File: config.mk
export PLATFORM = sky130hd
export DESIGN_NAME = stopwatch_ctrl_flat
export DESIGN_NICKNAME = d
export VERILOG_FILES = /design/src/rtl/stopwatch_pkg.sv /design/src/rtl/stopwatch_ctrl_if.sv /design/src/rtl/button_sync.sv /design/src/rtl/stopwatch_ctrl.sv /design/src/flat_wrapper.sv
export SDC_FILE = /design/constraint.sdc
export NUM_CORES = 1
export LEC_CHECK = 0
export BUFFER_PORTS_ARGS = -buffer_cell sky130_fd_sc_hd__buf_4
export CAP_MARGIN = 40
export CORE_UTILIZATION = 25
export CTS_CLUSTER_SIZE = 40
export DETAILED_ROUTE_END_ITERATION = 8
export PLACE_DENSITY_LB_ADDON = 0.05
export SLEW_MARGIN = 20
export SYNTH_ARGS = -nofsm -noshare
export SYNTH_HDL_FRONTEND = slang
export SYNTH_SLANG_ARGS = --single-unit
File: constraint.sdc
create_clock -name clk -period 2.2 [get_ports clk]
set_clock_uncertainty 0.05 [all_clocks]
set_input_delay 0.44 -clock clk [delete_from_list [all_inputs] [get_ports clk]]
set_output_delay 0.44 -clock clk [all_outputs]
set_load 0.02 [all_outputs]
File: src/rtl/stopwatch_pkg.sv
// Shared constants for the stopwatch control slice: FSM encodings,
// default prescaler divisor and the decoded button-event bundle.
package stopwatch_pkg;

    localparam int unsigned CLK_DIV_DEFAULT = 1000000;

    localparam logic [1:0] ST_IDLE  = 2'b00;
    localparam logic [1:0] ST_RUN   = 2'b01;
    localparam logic [1:0] ST_PAUSE = 2'b10;
    localparam logic [1:0] ST_DONE  = 2'b11;

    typedef struct packed {
        logic lap;
        logic clear;
        logic start_stop;
    } btn_evt_t;

endpackage

File: src/rtl/stopwatch_ctrl_if.sv
// Button / counter-chain / display signals of the stopwatch controller.
// The slave modport is the controller side, master is its environment.
interface stopwatch_ctrl_if;

    logic       start_stop_btn;
    logic       clear_btn;
    logic       lap_btn;
    logic       mode_down;
    logic       chain_at_limit;
    logic       cnt_enable;
    logic       cnt_up_down;
    logic       cnt_clear;
    logic       disp_hold;
    logic       done;
    logic [1:0] state;

    modport master (
        output start_stop_btn, clear_btn, lap_btn, mode_down, chain_at_limit,
        input  cnt_enable, cnt_up_down, cnt_clear, disp_hold, done, state
    );

    modport slave (
        input  start_stop_btn, clear_btn, lap_btn, mode_down, chain_at_limit,
        output cnt_enable, cnt_up_down, cnt_clear, disp_hold, done, state
    );

endinterface

File: src/rtl/button_sync.sv
// Two-flop synchronizer plus rising-edge detect for one raw button.
// Emits a registered one-cycle press pulse on the 3rd clk edge after the raw rise.
module button_sync (
    input  logic clk,
    input  logic rst,
    input  logic btn,
    output logic press
);

    logic [1:0] sync_reg;
    logic       prev_reg;
    logic [1:0] vld_reg;
    logic       armed_reg;
    logic       press_reg;

    // armed_reg stays low until the synchronized level has been seen released,
    // so a button held through reset does not produce a press on release.
    always_ff @(posedge clk or posedge rst) begin
        if (rst) begin
            sync_reg  <= '0;
            prev_reg  <= 1'b0;
            vld_reg   <= '0;
            armed_reg <= 1'b0;
            press_reg <= 1'b0;
        end else begin
            sync_reg  <= {sync_reg[0], btn};
            prev_reg  <= sync_reg[1];
            vld_reg   <= {vld_reg[0], 1'b1};
            armed_reg <= armed_reg | (vld_reg[1] & ~sync_reg[1]);
            press_reg <= sync_reg[1] & ~prev_reg & armed_reg;
        end
    end

    assign press = press_reg;

endmodule

File: src/rtl/stopwatch_ctrl.sv
// Stopwatch control: button conditioning, run/pause/done FSM, step prescaler,
// direction latch and lap hold driving an external digit-counter chain.
module stopwatch_ctrl
    import stopwatch_pkg::*;
#(
    parameter int unsigned CLK_DIV = CLK_DIV_DEFAULT
) (
    input  logic            clk,
    input  logic            rst,
    stopwatch_ctrl_if.slave bus
);

    localparam int PW = $clog2(CLK_DIV);
    localparam logic [PW-1:0] PRESC_LAST = PW'(CLK_DIV - 1);

    logic [2:0] btn_raw;
    logic [2:0] btn_press;
    btn_evt_t   evt;

    assign btn_raw = {bus.lap_btn, bus.clear_btn, bus.start_stop_btn};

    genvar gi;
    generate
        for (gi = 0; gi < 3; gi++) begin : g_btn
            button_sync u_sync (
                .clk   (clk),
                .rst   (rst),
                .btn   (btn_raw[gi]),
                .press (btn_press[gi])
            );
        end
    endgenerate

    assign evt = btn_press;

    logic [1:0]    state_reg, state_next;
    logic [PW-1:0] presc_reg, presc_next;
    logic          mode_reg, mode_next;
    logic          mode_chg_reg;
    logic          cnt_enable_reg, enable_next;
    logic          cnt_clear_reg, clear_next;
    logic          cnt_up_down_reg;
    logic          disp_hold_reg, hold_next;
    logic          done_reg;
    logic          tick;

    always_comb begin
        state_next  = state_reg;
        enable_next = 1'b0;
        clear_next  = mode_chg_reg;
        hold_next   = disp_hold_reg;
        tick        = (state_reg == ST_RUN) && (presc_reg == PRESC_LAST);
        mode_next   = (state_reg == ST_IDLE) ? bus.mode_down : mode_reg;

        if (evt.clear) begin
            state_next = ST_IDLE;
            clear_next = 1'b1;
            hold_next  = 1'b0;
        end else if (evt.start_stop) begin
            case (state_reg)
                ST_IDLE, ST_PAUSE: state_next = ST_RUN;
                ST_RUN:            state_next = ST_PAUSE;
                default:           state_next = state_reg;
            endcase
        end else begin
            // A countdown stops at all-zeros instead of wrapping to all-nines.
            if (tick) begin
                if (mode_reg && bus.chain_at_limit)
                    state_next = ST_DONE;
                else
                    enable_next = 1'b1;
            end
            // Lap only yields to events that change state in the same cycle.
            if (evt.lap && (state_reg == ST_RUN || state_reg == ST_PAUSE))
                hold_next = ~disp_hold_reg;
        end

        if (clear_next)
            enable_next = 1'b0;

        presc_next = '0;
        if (state_reg == ST_RUN && state_next == ST_RUN && !tick)
            presc_next = presc_reg + PW'(1);
    end

    always_ff @(posedge clk or posedge rst) begin
        if (rst) begin
            state_reg       <= ST_IDLE;
            presc_reg       <= '0;
            mode_reg        <= 1'b0;
            mode_chg_reg    <= 1'b0;
            cnt_enable_reg  <= 1'b0;
            cnt_clear_reg   <= 1'b0;
            cnt_up_down_reg <= 1'b1;
            disp_hold_reg   <= 1'b0;
            done_reg        <= 1'b0;
        end else begin
            state_reg       <= state_next;
            presc_reg       <= presc_next;
            mode_reg        <= mode_next;
            mode_chg_reg    <= (mode_next != mode_reg);
            cnt_enable_reg  <= enable_next;
            cnt_clear_reg   <= clear_next;
            cnt_up_down_reg <= ~mode_next;
            disp_hold_reg   <= hold_next;
            done_reg        <= (state_next == ST_DONE);
        end
    end

    assign bus.state       = state_reg;
    assign bus.cnt_enable  = cnt_enable_reg;
    assign bus.cnt_clear   = cnt_clear_reg;
    assign bus.cnt_up_down = cnt_up_down_reg;
    assign bus.disp_hold   = disp_hold_reg;
    assign bus.done        = done_reg;

endmodule

File: src/flat_wrapper.sv
// flat-port wrapper written by rule: the top's interface ports become plain ports
module stopwatch_ctrl_flat import stopwatch_pkg::*;
#(
    parameter int unsigned CLK_DIV = CLK_DIV_DEFAULT
)
  (clk, rst, bus_start_stop_btn, bus_clear_btn, bus_lap_btn, bus_mode_down, bus_chain_at_limit, bus_cnt_enable, bus_cnt_up_down, bus_cnt_clear, bus_disp_hold, bus_done, bus_state);
  stopwatch_ctrl_if bus_i ();
  input  logic clk;
  input  logic rst;
  input wire logic [$bits(bus_i.start_stop_btn)-1:0] bus_start_stop_btn;
  input wire logic [$bits(bus_i.clear_btn)-1:0] bus_clear_btn;
  input wire logic [$bits(bus_i.lap_btn)-1:0] bus_lap_btn;
  input wire logic [$bits(bus_i.mode_down)-1:0] bus_mode_down;
  input wire logic [$bits(bus_i.chain_at_limit)-1:0] bus_chain_at_limit;
  output wire logic [$bits(bus_i.cnt_enable)-1:0] bus_cnt_enable;
  output wire logic [$bits(bus_i.cnt_up_down)-1:0] bus_cnt_up_down;
  output wire logic [$bits(bus_i.cnt_clear)-1:0] bus_cnt_clear;
  output wire logic [$bits(bus_i.disp_hold)-1:0] bus_disp_hold;
  output wire logic [$bits(bus_i.done)-1:0] bus_done;
  output wire logic [$bits(bus_i.state)-1:0] bus_state;
  assign bus_i.start_stop_btn = bus_start_stop_btn;
  assign bus_i.clear_btn = bus_clear_btn;
  assign bus_i.lap_btn = bus_lap_btn;
  assign bus_i.mode_down = bus_mode_down;
  assign bus_i.chain_at_limit = bus_chain_at_limit;
  assign bus_cnt_enable = bus_i.cnt_enable;
  assign bus_cnt_up_down = bus_i.cnt_up_down;
  assign bus_cnt_clear = bus_i.cnt_clear;
  assign bus_disp_hold = bus_i.disp_hold;
  assign bus_done = bus_i.done;
  assign bus_state = bus_i.state;
  stopwatch_ctrl #(.CLK_DIV(CLK_DIV)) u_core (.clk(clk), .rst(rst), .bus(bus_i));
endmodule
==> impl_metrics.py <==
metrics = {
    "grt": {
        "gr-usage-met3": 0.0251,
        "grt_busiest_layer": "met2",
        "grt_usage": 0.104,
        "grt_pass1_wl_um": 6820,
        "use_met2": 0.177,
        "first_global_vias": 1394,
        "grt_util_met1": 0.131,
        "overflow": 0,
        "antenna_found_initial": 0,
        "grt_max_degree": 47,
    },
    "setup_path": {
        "cp-start-kind": "flip-flop",
        "reg2reg_depth": 6,
        "critPathMaxFanout": 19,
        "worstSetupPathType": "reg2reg",
        "worstSetupEndpointType": "flip-flop",
        "r2r_start": "u_core.bus.state[0]",
        "worst_r2r_endpoint": "u_core.presc_reg[11]",
        "reg2reg_slack_ns": 0.17,
        "cp.required_ns": 2.37,
        "crit_arrival_ns": 2.20,
    },
    "sta": {
        "setup_tns_ns": 0,
        "finalSetupViolations": 0,
        "slew_headroom": 0.604,
        "fin_crit_sh": 0.922,
        "tightest_slew_ns": 0.594,
        "rsz0062_at_grt": "no",
        "hold_slack_ns": 0.198,
        "fmax_ghz": 0.493,
        "drv_slew": 0,
        "period_minus_slack_ns": 2.03,
        "hold_viol": 0,
    },
    "clocking": {
        "ctsLongestPathBuffers": 2,
        "clock_sinks": 46,
        "clock_latency_ns": 0.29,
        "clkTransAtPathRegs_ns": 0.09,
        "cts_made_buffers": 5,
        "cts_tree": "built",
        "root_buffer": "clkbuf_8",
        "htree_levels": 2,
    },
    "min_path": {
        "min_to": "u_core.g_btn[1].u_sync.sync_reg[0]",
        "hold_path_class": "in2reg",
        "hold_depth": 1,
        "hold_path_startpoint": "bus_clear_btn",
    },
    "power": {
        "combPwrFrac": 0.130,
        "pwr-share-clk": 0.348,
        "vdd_drop_max_v": 0.000292,
        "seqPwrFrac": 0.522,
        "power_density_nw_per_um2": 753,
        "p_leak_uw": 0.000992,
        "power_switching_uw": 445,
        "total_power_uw": 1780,
        "swShare": 0.250,
        "intPower_uw": 1340,
    },
    "synthesis": {
        "avgSynthCellArea_um2": 11.4,
        "ys_async_sr_fraction": 1.00,
        "synth_ff_type": "dfrtp_1",
        "synth.distinct_cells": 43,
        "yosys_warnings": 0,
        "syn_area_um2": 1990,
        "synth_edf_count": 0,
        "yosys_register_bits": 46,
        "synthesis.nets": 186,
        "yosysSeqAreaShare": 0.580,
        "netlist_instances": 174,
    },
    "floorplan": {
        "rows": 32,
        "start_util": 0.257,
        "io_pins": 14,
        "core_um2": 7730,
        "chipHeight_um": 91.2,
        "die_area_um2": 8310,
        "die_width_um": 91.2,
    },
    "finish": {
        "synthToLayoutAreaGrowth_pct": 19.1,
        "final_cells": 301,
        "postLayoutCoreUtil": 0.306,
        "nets": 210,
        "n_antenna_cell": 0,
        "drive_gt1_frac": 0.186,
        "largest_register_ffs": 20,
    },
    "routing": {
        "drc": 0,
        "drtIter0Drc": 35,
        "vias": 1314,
        "first_pass_iters": 4,
        "post_drt_wl_per_cell_um": 13.0,
        "routed_wl_um": 3930,
        "final_antenna_net_count": 0,
        "via_per_inst": 4.37,
    },
    "job": {
        "max-cap-violations": 0,
    },
    "status": {
        "status": "completed",
    },
    "place": {
        "io_buffers": 13,
        "dp_hpwl_um": 2820,
        "dp_cells": 293,
        "place.gp.congestion": 0.711,
    },
}
-- cell families after synthesis --
logic type,count (synthesis),share of synthesized area
adder cells (fa/ha/maj),5,0.0315
AO/OA/AOI/OAI,18,0.0661
AND/OR/NAND/NOR,71,0.205
XOR/XNOR,16,0.0705
other,1,0.00189
flip-flops,46,0.580
buffers and inverters,15,0.0352
multiplexers,2,0.0101
-- synth_stat cells, types with 2 or more instances --
| library cell | instances | area share |
|---|---|---|
| a21o_1 | 3 | 0.011 |
| a21oi_1 | 4 | 0.010 |
| and2_1 | 3 | 0.0094 |
| and3_1 | 2 | 0.0063 |
| buf_2 | 2 | 0.0050 |
| dfrtp_1 | 45 | 0.57 |
| ha_1 | 5 | 0.031 |
| inv_1 | 11 | 0.021 |
| mux2i_1 | 2 | 0.010 |
| nand2_1 | 9 | 0.017 |
| nand2b_1 | 2 | 0.0063 |
| nand3_1 | 8 | 0.020 |
| nand3b_1 | 2 | 0.0075 |
| nand4_1 | 3 | 0.0094 |
| nor2_1 | 19 | 0.036 |
| nor3_1 | 2 | 0.0050 |
| nor4_1 | 6 | 0.019 |
| o31ai_1 | 3 | 0.011 |
| o41ai_1 | 2 | 0.0088 |
| or2_2 | 2 | 0.0063 |
| or4_1 | 3 | 0.011 |
| xnor2_1 | 9 | 0.040 |
| xor2_1 | 7 | 0.031 |
-- power by group through the flow --
stage / sequential, µW / clock [µW] / combinational (µW)
floorplan: 976 / 0 / 106
global placement: 946 / 0 / 235
detailed placement: 947 / 0 / 235
CTS: 930 / 653 / 236
global route: 935 / 690 / 255
finish: 929 / 621 / 232
-- per-layer routing --
metal  share of wire  vias to the layer above  wire, µm
met5               0                        -         0
met4          0.0074                        0        29
met3           0.018                        2        70
met2            0.50                        9      1980
met1            0.47                      656      1850
li1                -                      647         -
-- worst max path at each step --
stage | from | endpoint | slack (ns) | cells past startpoint
6_report | u_core.bus.state[0] | u_core.presc_reg[11] | 0.17 | 6
2_1_floorplan | u_core.bus.state[1] | u_core.presc_reg[7] | 0.13 | 8
3_3_place_gp | u_core.bus.state[0] | u_core.presc_reg[16] | 0.26 | 6
4_1_cts | u_core.bus.state[0] | u_core.presc_reg[5] | 0.15 | 6
3_5_place_dp | u_core.bus.state[0] | u_core.presc_reg[11] | 0.18 | 6
5_1_grt | u_core.bus.state[1] | u_core.presc_reg[19] | 0.02 | 7
-- repair_timing --
item	in CTS	in global routing
setup buffers	0	0
hold buffers	0	0
hold endpoints to repair	0	0
resized for setup	0	1
setup endpoints to repair	0	18
-- cell usage in the layout, fill, tap and decap left out, drive strengths merged, types with 3 or more instances in the layout --
cell | Yosys | routed
dfrtp | 45 | 45
buf | 4 | 21
nor2 | 19 | 19
inv | 11 | 11
nand2 | 9 | 9
xnor2 | 9 | 9
nand3 | 8 | 8
xor2 | 7 | 7
nor4 | 7 | 7
ha | 5 | 5
clkbuf | 0 | 5
a21oi | 4 | 4
nand4 | 4 | 4
or4 | 4 | 4
and2 | 3 | 3
o31ai | 3 | 3
a21o | 3 | 3
or2 | 3 | 3
-- critical path: stages, from the launching register on --
cell,delay [ns]
dfrtp_1,0.42
ha_1,0.24
nand3b_1,0.16
a2111oi_1,0.52
a21bo_1,0.29
buf_12,0.16
nor2_1,0.12
-- cell type report --
| class | count | area, µm² |
|---|---|---|
| fill | 802 | 5360 |
| sequential | 46 | 1150 |
| multi-input combinational | 113 | 767 |
| timing repair buffer | 21 | 170 |
| tap | 102 | 128 |
| clock buffer | 5 | 68.8 |
| inverter | 11 | 41.3 |
| clock inverter | 3 | 40.0 |
-- per-stage QoR --
step | setup slack, ns | cell area, µm²
2_1_floorplan | 0.127 | 1990
3_3_place_gp | 0.259 | 2260
3_5_place_dp | 0.179 | 2260
4_1_cts | 0.147 | 2370
5_1_grt | 0.0162 | 2370
6_report | 0.171 | 2370
(Power assumes the default switching activity.)
